==> src/rtl/cache_miss_ctrl.sv <==
// Miss controller for a 2-way LRU cache: lookup, dirty-victim writeback, line fill, replay.
// Optional hit/miss performance counters are enabled with the CACHE_MISS_PERF_EN macro.
module cache_miss_ctrl #(
  parameter int LINE_WORDS = 4,
  parameter int ADDR_W     = 32
) (
  input  logic                          clk,
  input  logic                          rst_n,
  input  logic                          req_valid,
  output logic                          req_ready,
  input  logic [ADDR_W-1:0]             req_addr,
  input  logic                          req_we,
  output logic                          resp_valid,
  output logic [ADDR_W-1:0]             lat_addr,
  output logic                          lat_we,
  output logic                          cache_lookup,
  input  logic                          cache_hit,
  input  logic                          cache_victim_dirty,
  input  logic [ADDR_W-1:0]             cache_victim_tag_addr,
  input  logic [31:0]                   cache_rd_word,
  output logic                          cache_fill_we,
  output logic [$clog2(LINE_WORDS)-1:0] cache_idx,
  output logic [31:0]                   cache_fill_data,
  output logic                          mem_req_valid,
  input  logic                          mem_req_ready,
  output logic                          mem_req_we,
  output logic [ADDR_W-1:0]             mem_addr,
  output logic [31:0]                   mem_wdata,
  input  logic                          mem_rvalid,
  input  logic [31:0]                   mem_rdata
`ifdef CACHE_MISS_PERF_EN
  ,
  output logic [31:0]                   hit_cnt,
  output logic [31:0]                   miss_cnt
`endif
);

  localparam int IDX_W = $clog2(LINE_WORDS);
  localparam int OFF_W = IDX_W + 2;
  localparam logic [IDX_W-1:0] LAST = IDX_W'(LINE_WORDS - 1);

  typedef enum logic [2:0] {IDLE, LOOKUP, WB, FILL, RESP} state_e;

  state_e                  state_q, state_d;
  logic [ADDR_W-1:0]       lat_addr_q, lat_addr_d;
  logic                    lat_we_q, lat_we_d;
  logic [ADDR_W-1:OFF_W]   victim_line_q, victim_line_d;
  logic [IDX_W-1:0]        word_cnt_q, word_cnt_d;
  logic [IDX_W-1:0]        req_cnt_q, req_cnt_d;
  logic                    req_done_q, req_done_d;
  logic                    replay_q, replay_d;
`ifdef CACHE_MISS_PERF_EN
  logic [31:0]             hit_cnt_q, hit_cnt_d;
  logic [31:0]             miss_cnt_q, miss_cnt_d;
`endif

  logic unused_victim_offset;
  assign unused_victim_offset = ^cache_victim_tag_addr[OFF_W-1:0];

  assign lat_addr = lat_addr_q;
  assign lat_we   = lat_we_q;
`ifdef CACHE_MISS_PERF_EN
  assign hit_cnt  = hit_cnt_q;
  assign miss_cnt = miss_cnt_q;
`endif

  always_comb begin
    state_d         = state_q;
    lat_addr_d      = lat_addr_q;
    lat_we_d        = lat_we_q;
    victim_line_d   = victim_line_q;
    word_cnt_d      = word_cnt_q;
    req_cnt_d       = req_cnt_q;
    req_done_d      = req_done_q;
    replay_d        = replay_q;
`ifdef CACHE_MISS_PERF_EN
    hit_cnt_d       = hit_cnt_q;
    miss_cnt_d      = miss_cnt_q;
`endif
    req_ready       = 1'b0;
    resp_valid      = 1'b0;
    cache_lookup    = 1'b0;
    cache_fill_we   = 1'b0;
    cache_idx       = '0;
    cache_fill_data = '0;
    mem_req_valid   = 1'b0;
    mem_req_we      = 1'b0;
    mem_addr        = '0;
    mem_wdata       = '0;

    unique case (state_q)
      IDLE: begin
        // Held low while reset is asserted so no request is advertised during reset.
        req_ready = rst_n;
        if (req_valid) begin
          lat_addr_d = req_addr;
          lat_we_d   = req_we;
          replay_d   = 1'b0;
          state_d    = LOOKUP;
        end
      end
      LOOKUP: begin
        cache_lookup = 1'b1;
`ifdef CACHE_MISS_PERF_EN
        if (!replay_q) begin
          if (cache_hit && hit_cnt_q != 32'hFFFF_FFFF) hit_cnt_d = hit_cnt_q + 32'd1;
          if (!cache_hit && miss_cnt_q != 32'hFFFF_FFFF) miss_cnt_d = miss_cnt_q + 32'd1;
        end
`endif
        word_cnt_d = '0;
        req_cnt_d  = '0;
        req_done_d = 1'b0;
        if (cache_hit) begin
          state_d = RESP;
        end else if (cache_victim_dirty) begin
          victim_line_d = cache_victim_tag_addr[ADDR_W-1:OFF_W];
          state_d       = WB;
        end else begin
          state_d = FILL;
        end
      end
      WB: begin
        mem_req_valid = 1'b1;
        mem_req_we    = 1'b1;
        mem_addr      = {victim_line_q, word_cnt_q, 2'b00};
        cache_idx     = word_cnt_q;
        mem_wdata     = cache_rd_word;
        if (mem_req_ready) begin
          word_cnt_d = word_cnt_q + 1'b1;
          if (word_cnt_q == LAST) state_d = FILL;
        end
      end
      FILL: begin
        // Requests and returns are tracked separately so reads can run ahead of data.
        if (!req_done_q) begin
          mem_req_valid = 1'b1;
          mem_addr      = {lat_addr_q[ADDR_W-1:OFF_W], req_cnt_q, 2'b00};
          if (mem_req_ready) begin
            req_cnt_d = req_cnt_q + 1'b1;
            if (req_cnt_q == LAST) req_done_d = 1'b1;
          end
        end
        cache_idx = word_cnt_q;
        if (mem_rvalid) begin
          cache_fill_we   = 1'b1;
          cache_fill_data = mem_rdata;
          word_cnt_d      = word_cnt_q + 1'b1;
          if (word_cnt_q == LAST) begin
            replay_d = 1'b1;
            state_d  = LOOKUP;
          end
        end
      end
      RESP: begin
        resp_valid = 1'b1;
        state_d    = IDLE;
      end
      default: state_d = IDLE;
    endcase
  end

  always_ff @(posedge clk) begin
    if (!rst_n) begin
      state_q       <= IDLE;
      lat_addr_q    <= '0;
      lat_we_q      <= 1'b0;
      victim_line_q <= '0;
      word_cnt_q    <= '0;
      req_cnt_q     <= '0;
      req_done_q    <= 1'b0;
      replay_q      <= 1'b0;
`ifdef CACHE_MISS_PERF_EN
      hit_cnt_q     <= '0;
      miss_cnt_q    <= '0;
`endif
    end else begin
      state_q       <= state_d;
      lat_addr_q    <= lat_addr_d;
      lat_we_q      <= lat_we_d;
      victim_line_q <= victim_line_d;
      word_cnt_q    <= word_cnt_d;
      req_cnt_q     <= req_cnt_d;
      req_done_q    <= req_done_d;
      replay_q      <= replay_d;
`ifdef CACHE_MISS_PERF_EN
      hit_cnt_q     <= hit_cnt_d;
      miss_cnt_q    <= miss_cnt_d;
`endif
    end
  end

endmodule

==> config.mk <==
export PLATFORM = sky130hd
export DESIGN_NAME = cache_miss_ctrl
export DESIGN_NICKNAME = d
export VERILOG_FILES = /design/src/rtl/cache_miss_ctrl.sv
export SDC_FILE = /design/constraint.sdc
export NUM_CORES = 1
export LEC_CHECK = 0
export BUFFER_PORTS_ARGS = -buffer_cell sky130_fd_sc_hd__buf_2
export CAP_MARGIN = 20
export CORE_ASPECT_RATIO = 0.75
export CORE_MARGIN = 3
export CORE_UTILIZATION = 30
export CTS_CLUSTER_DIAMETER = 50
export CTS_CLUSTER_SIZE = 16
export DETAILED_ROUTE_END_ITERATION = 12
export PLACE_DENSITY = 0.67
export SLEW_MARGIN = 20
export SYNTH_ARGS = -nofsm -noshare
export SYNTH_HDL_FRONTEND = slang
export SYNTH_SLANG_ARGS = --single-unit
export TNS_END_PERCENT = 50
==> constraint.sdc <==
create_clock -name clk -period 1.6 [get_ports clk]
set_input_delay 0.24 -clock clk [delete_from_list [all_inputs] [get_ports clk]]
set_output_delay 0.24 -clock clk [all_outputs]
set_load 0.03 [all_outputs]
==> results.txt <==
CP bufs+invs: 4
DR vias/cell: 4.820
Io pins: 273
Setup crit start: state_q[2]
Fraction of layout cells with a size suffix above 1: 0.5479
Fin. max-slew vios: 0
Hold_buf cts: 0
Placed cells: 832
Worst setup SP type: register
Post-DP Area: 0.005101 mm^2
# setup viols final: 100
TritonCTS buffer count: 9
# DRC: 0
Initial drt markers: 140
Post-route clock period utilization: 1.161
Largest net degree at the start of global routing: 53
Worst IR Drop VDD: 514.6 uV
Row count: 33
Max Clock Freq: 0.5385 GHz
Final Util: 0.5776
Die area: 0.01301 mm^2
Crit path kind: reg -> out
Area Growth Syn to Fin: 83.98%
Worst Path Arrival: 1620 ps
Tmin final: 1857 ps
Core Area: 0.01115 mm^2
H-tree levels: 3
GRT Util Overall: 0.1969
Setup slack after layout: -257.0 ps
YS warnings: 0
FF+latch count, synth: 69
CP peak stage delay: 320 ps
Hold Crit Start: req_addr[15]
Dpl hpwl: 9.466 mm
Routed Antenna Nets: 0
Initial Util: 0.3139
Count of different cell masters after synthesis: 36
Status: complete, but fails checks
CP top delay family: buffers and inverters
CP Capture Type: output pin
Clock sink count: 69
Skew-Pair Late Insertion Delay: 330 ps
WL/cell: 16.74 um
Worst endpoint required time: 1360 ps
WL final: 14.41 mm
Violated checks: setup timing
Port-buffer cells: 266
RR Startpoint: state_q[2]
Mean Syn Cell Area: 8.045 um^2
Chip Width: 130.7 um
Height of the die: 99.54 um
CTS tree: yes
DR pass1 iterations: 4
First-pass GRT wire length: 20.39 mm
Bufs on Longest Clock Path: 2
Sequential-to-total area share from yosys stat: 0.3947
Most used cell, CP: buf_6
Clock root buffer: clkbuf_16
Slowest CP cell: dfxtp_2
Worst Hold Class: in -> reg
Final nets: 854
Max cap viols: 0
Clock transition at path regs: 60 ps
PwrDens: 1003 mW/mm^2
GR Overflow Total: 0
Crit path max fanout: 10
Critical Path, Cell by Cell: inv_2 > nand2_4 > nor3b_4 > buf_6 > buf_12 > a22o_1 > buf_6
Gate Count Post-Synth: 435
Synth Cell Area: 0.003500 mm^2
Final hold violation count: 0
R2R Setup Slk: 110 ps
Placer Congestion: 0.7831
Initial antenna violation count: 0
Fillers: 953
Pleak: 3.063 nW
Diode count: 0
RSZ-0062 raised after global routing: yes
DR vias: 4150
Cell Count, Final, Fillers Out: 861
Vias in the first global route: 4190
Worst Skew: 5.793 ps
Cell area after layout: 0.006439 mm^2
Tot Pwr: 0.006458 W
Setup TNS: -18600 ps
==> cell families (layout without fill, tap and decap cells) <==
logic type,count (synthesis),count (layout),share of synthesized area
buffers and inverters,38,323,0.05541
adders and majority gates,2,2,0.007149
muxes,1,1,0.003218
DFF,69,69,0.3947
other,1,2,0.001072
and+or+nand+nor,218,218,0.3043
xor gates and xnor gates,1,1,0.002503
AOI/OAI and AO/OA,105,105,0.2317
==> what timing repair did <==
item                                    in CTS  in global routing
pin swaps                                    5                 30
setup buffers                                3                  3
gates resized for setup                    211                 66
endpoints found under the hold margin        0                  0
cloned                                       2                  6
endpoints found under the setup margin      98                119
==> layout make-up <==
cell class                      count  area [um^2]  area share
Tap cell                          140        175.2     0.02721
Sequential cell                    69         1390      0.2159
Timing Repair Buffer              304         2411      0.3745
Clock inverter                      5        60.06    0.009328
Multi-Input combinational cell    329         2148      0.3337
Clock buffer                       11        242.7     0.03770
Inverter                            3        11.26    0.001749
==> placed cells by master (no fill, tap or decap), drive strengths merged, types with 3 or more instances in the layout <==
cell type and n:
inv 3, a21boi 61, o21ai 4, nand2 127, a22o 30, and2 67
nor2b 6, clkinv 3, a21oi 3, dfxtp 69, nor2 5, clkbuf 14
buf 301, and3 4
==> per-stage QoR <==
stage	worst slack (ps)	hold WS (ps)
6_report	-257.0	149.0
2_1_floorplan	-17.05	374.8
3_5_place_dp	16.24	448.2
4_1_cts	-264.8	134.5
5_1_grt	-336.6	141.3
3_3_place_gp	35.07	441.7
==> path summary, 6_finish.rpt <==
kind	endpoint	cells after the start
worst min-delay path	lat_addr[15]	3
worst max-delay path	mem_addr[28]	7
worst min register to register	victim_line_q[27]	2
worst max register to register	victim_line_q[8]	6
==> synth_stat cells (all sizes together) <==
cell | number | area share
a21boi | 61 | 0.13
a21oi | 3 | 0.0043
a22o | 30 | 0.075
a31oi | 1 | 0.0018
a32oi | 1 | 0.0025
and2 | 67 | 0.12
and3 | 4 | 0.0071
and3b | 1 | 0.0025
buf | 20 | 0.036
clkbuf | 15 | 0.016
conb | 1 | 0.0011
dfxtp | 69 | 0.39
ha | 2 | 0.0071
inv | 3 | 0.0032
mux2 | 1 | 0.0032
nand2 | 127 | 0.14
nand2b | 1 | 0.0018
nand3 | 2 | 0.0029
nand3b | 1 | 0.0032
nor2 | 5 | 0.0075
nor2b | 6 | 0.011
nor3 | 2 | 0.0029
nor3b | 2 | 0.0089
o2111a | 1 | 0.0032
o211ai | 1 | 0.0021
o21ai | 4 | 0.0057
o22ai | 2 | 0.0036
o41ai | 1 | 0.0025
xnor2 | 1 | 0.0025
==> worst register-to-register path, cell delays in order, from the launching register on <==
cell and delay [ps]:
dfxtp_2 320, buf_4 170, nor3b_4 260, and3b_1 220, buf_4 200, nand2_1 70, a21boi_0 170
==> per-layer routing <==
layer,track usage,up-vias,part of all wire
met1,0.2338,1950,0.40
met5,0,-,0
met2,0.3489,177,0.51
li1,-,2006,-
met4,0.04585,0,0.011
met3,0.05797,17,0.077
==> registers in the layout, summed over array words and instances (netlist names) <==
name	flops
word_cnt_q	2
req_done_q	1
lat_addr	32
state_q	3
victim_line_q	28
req_cnt_q	2
lat_we	1
==> where the power goes <==
part / switching, W / leakage [nW] / total [W] / internal (W)
clock: 0.000729 / 0.146 / 0.00198 / 0.00125
combinational: 0.00139 / 2.35 / 0.00249 / 0.00110
sequential: 0.000120 / 0.563 / 0.00199 / 0.00187
(Power assumes the default switching activity.)
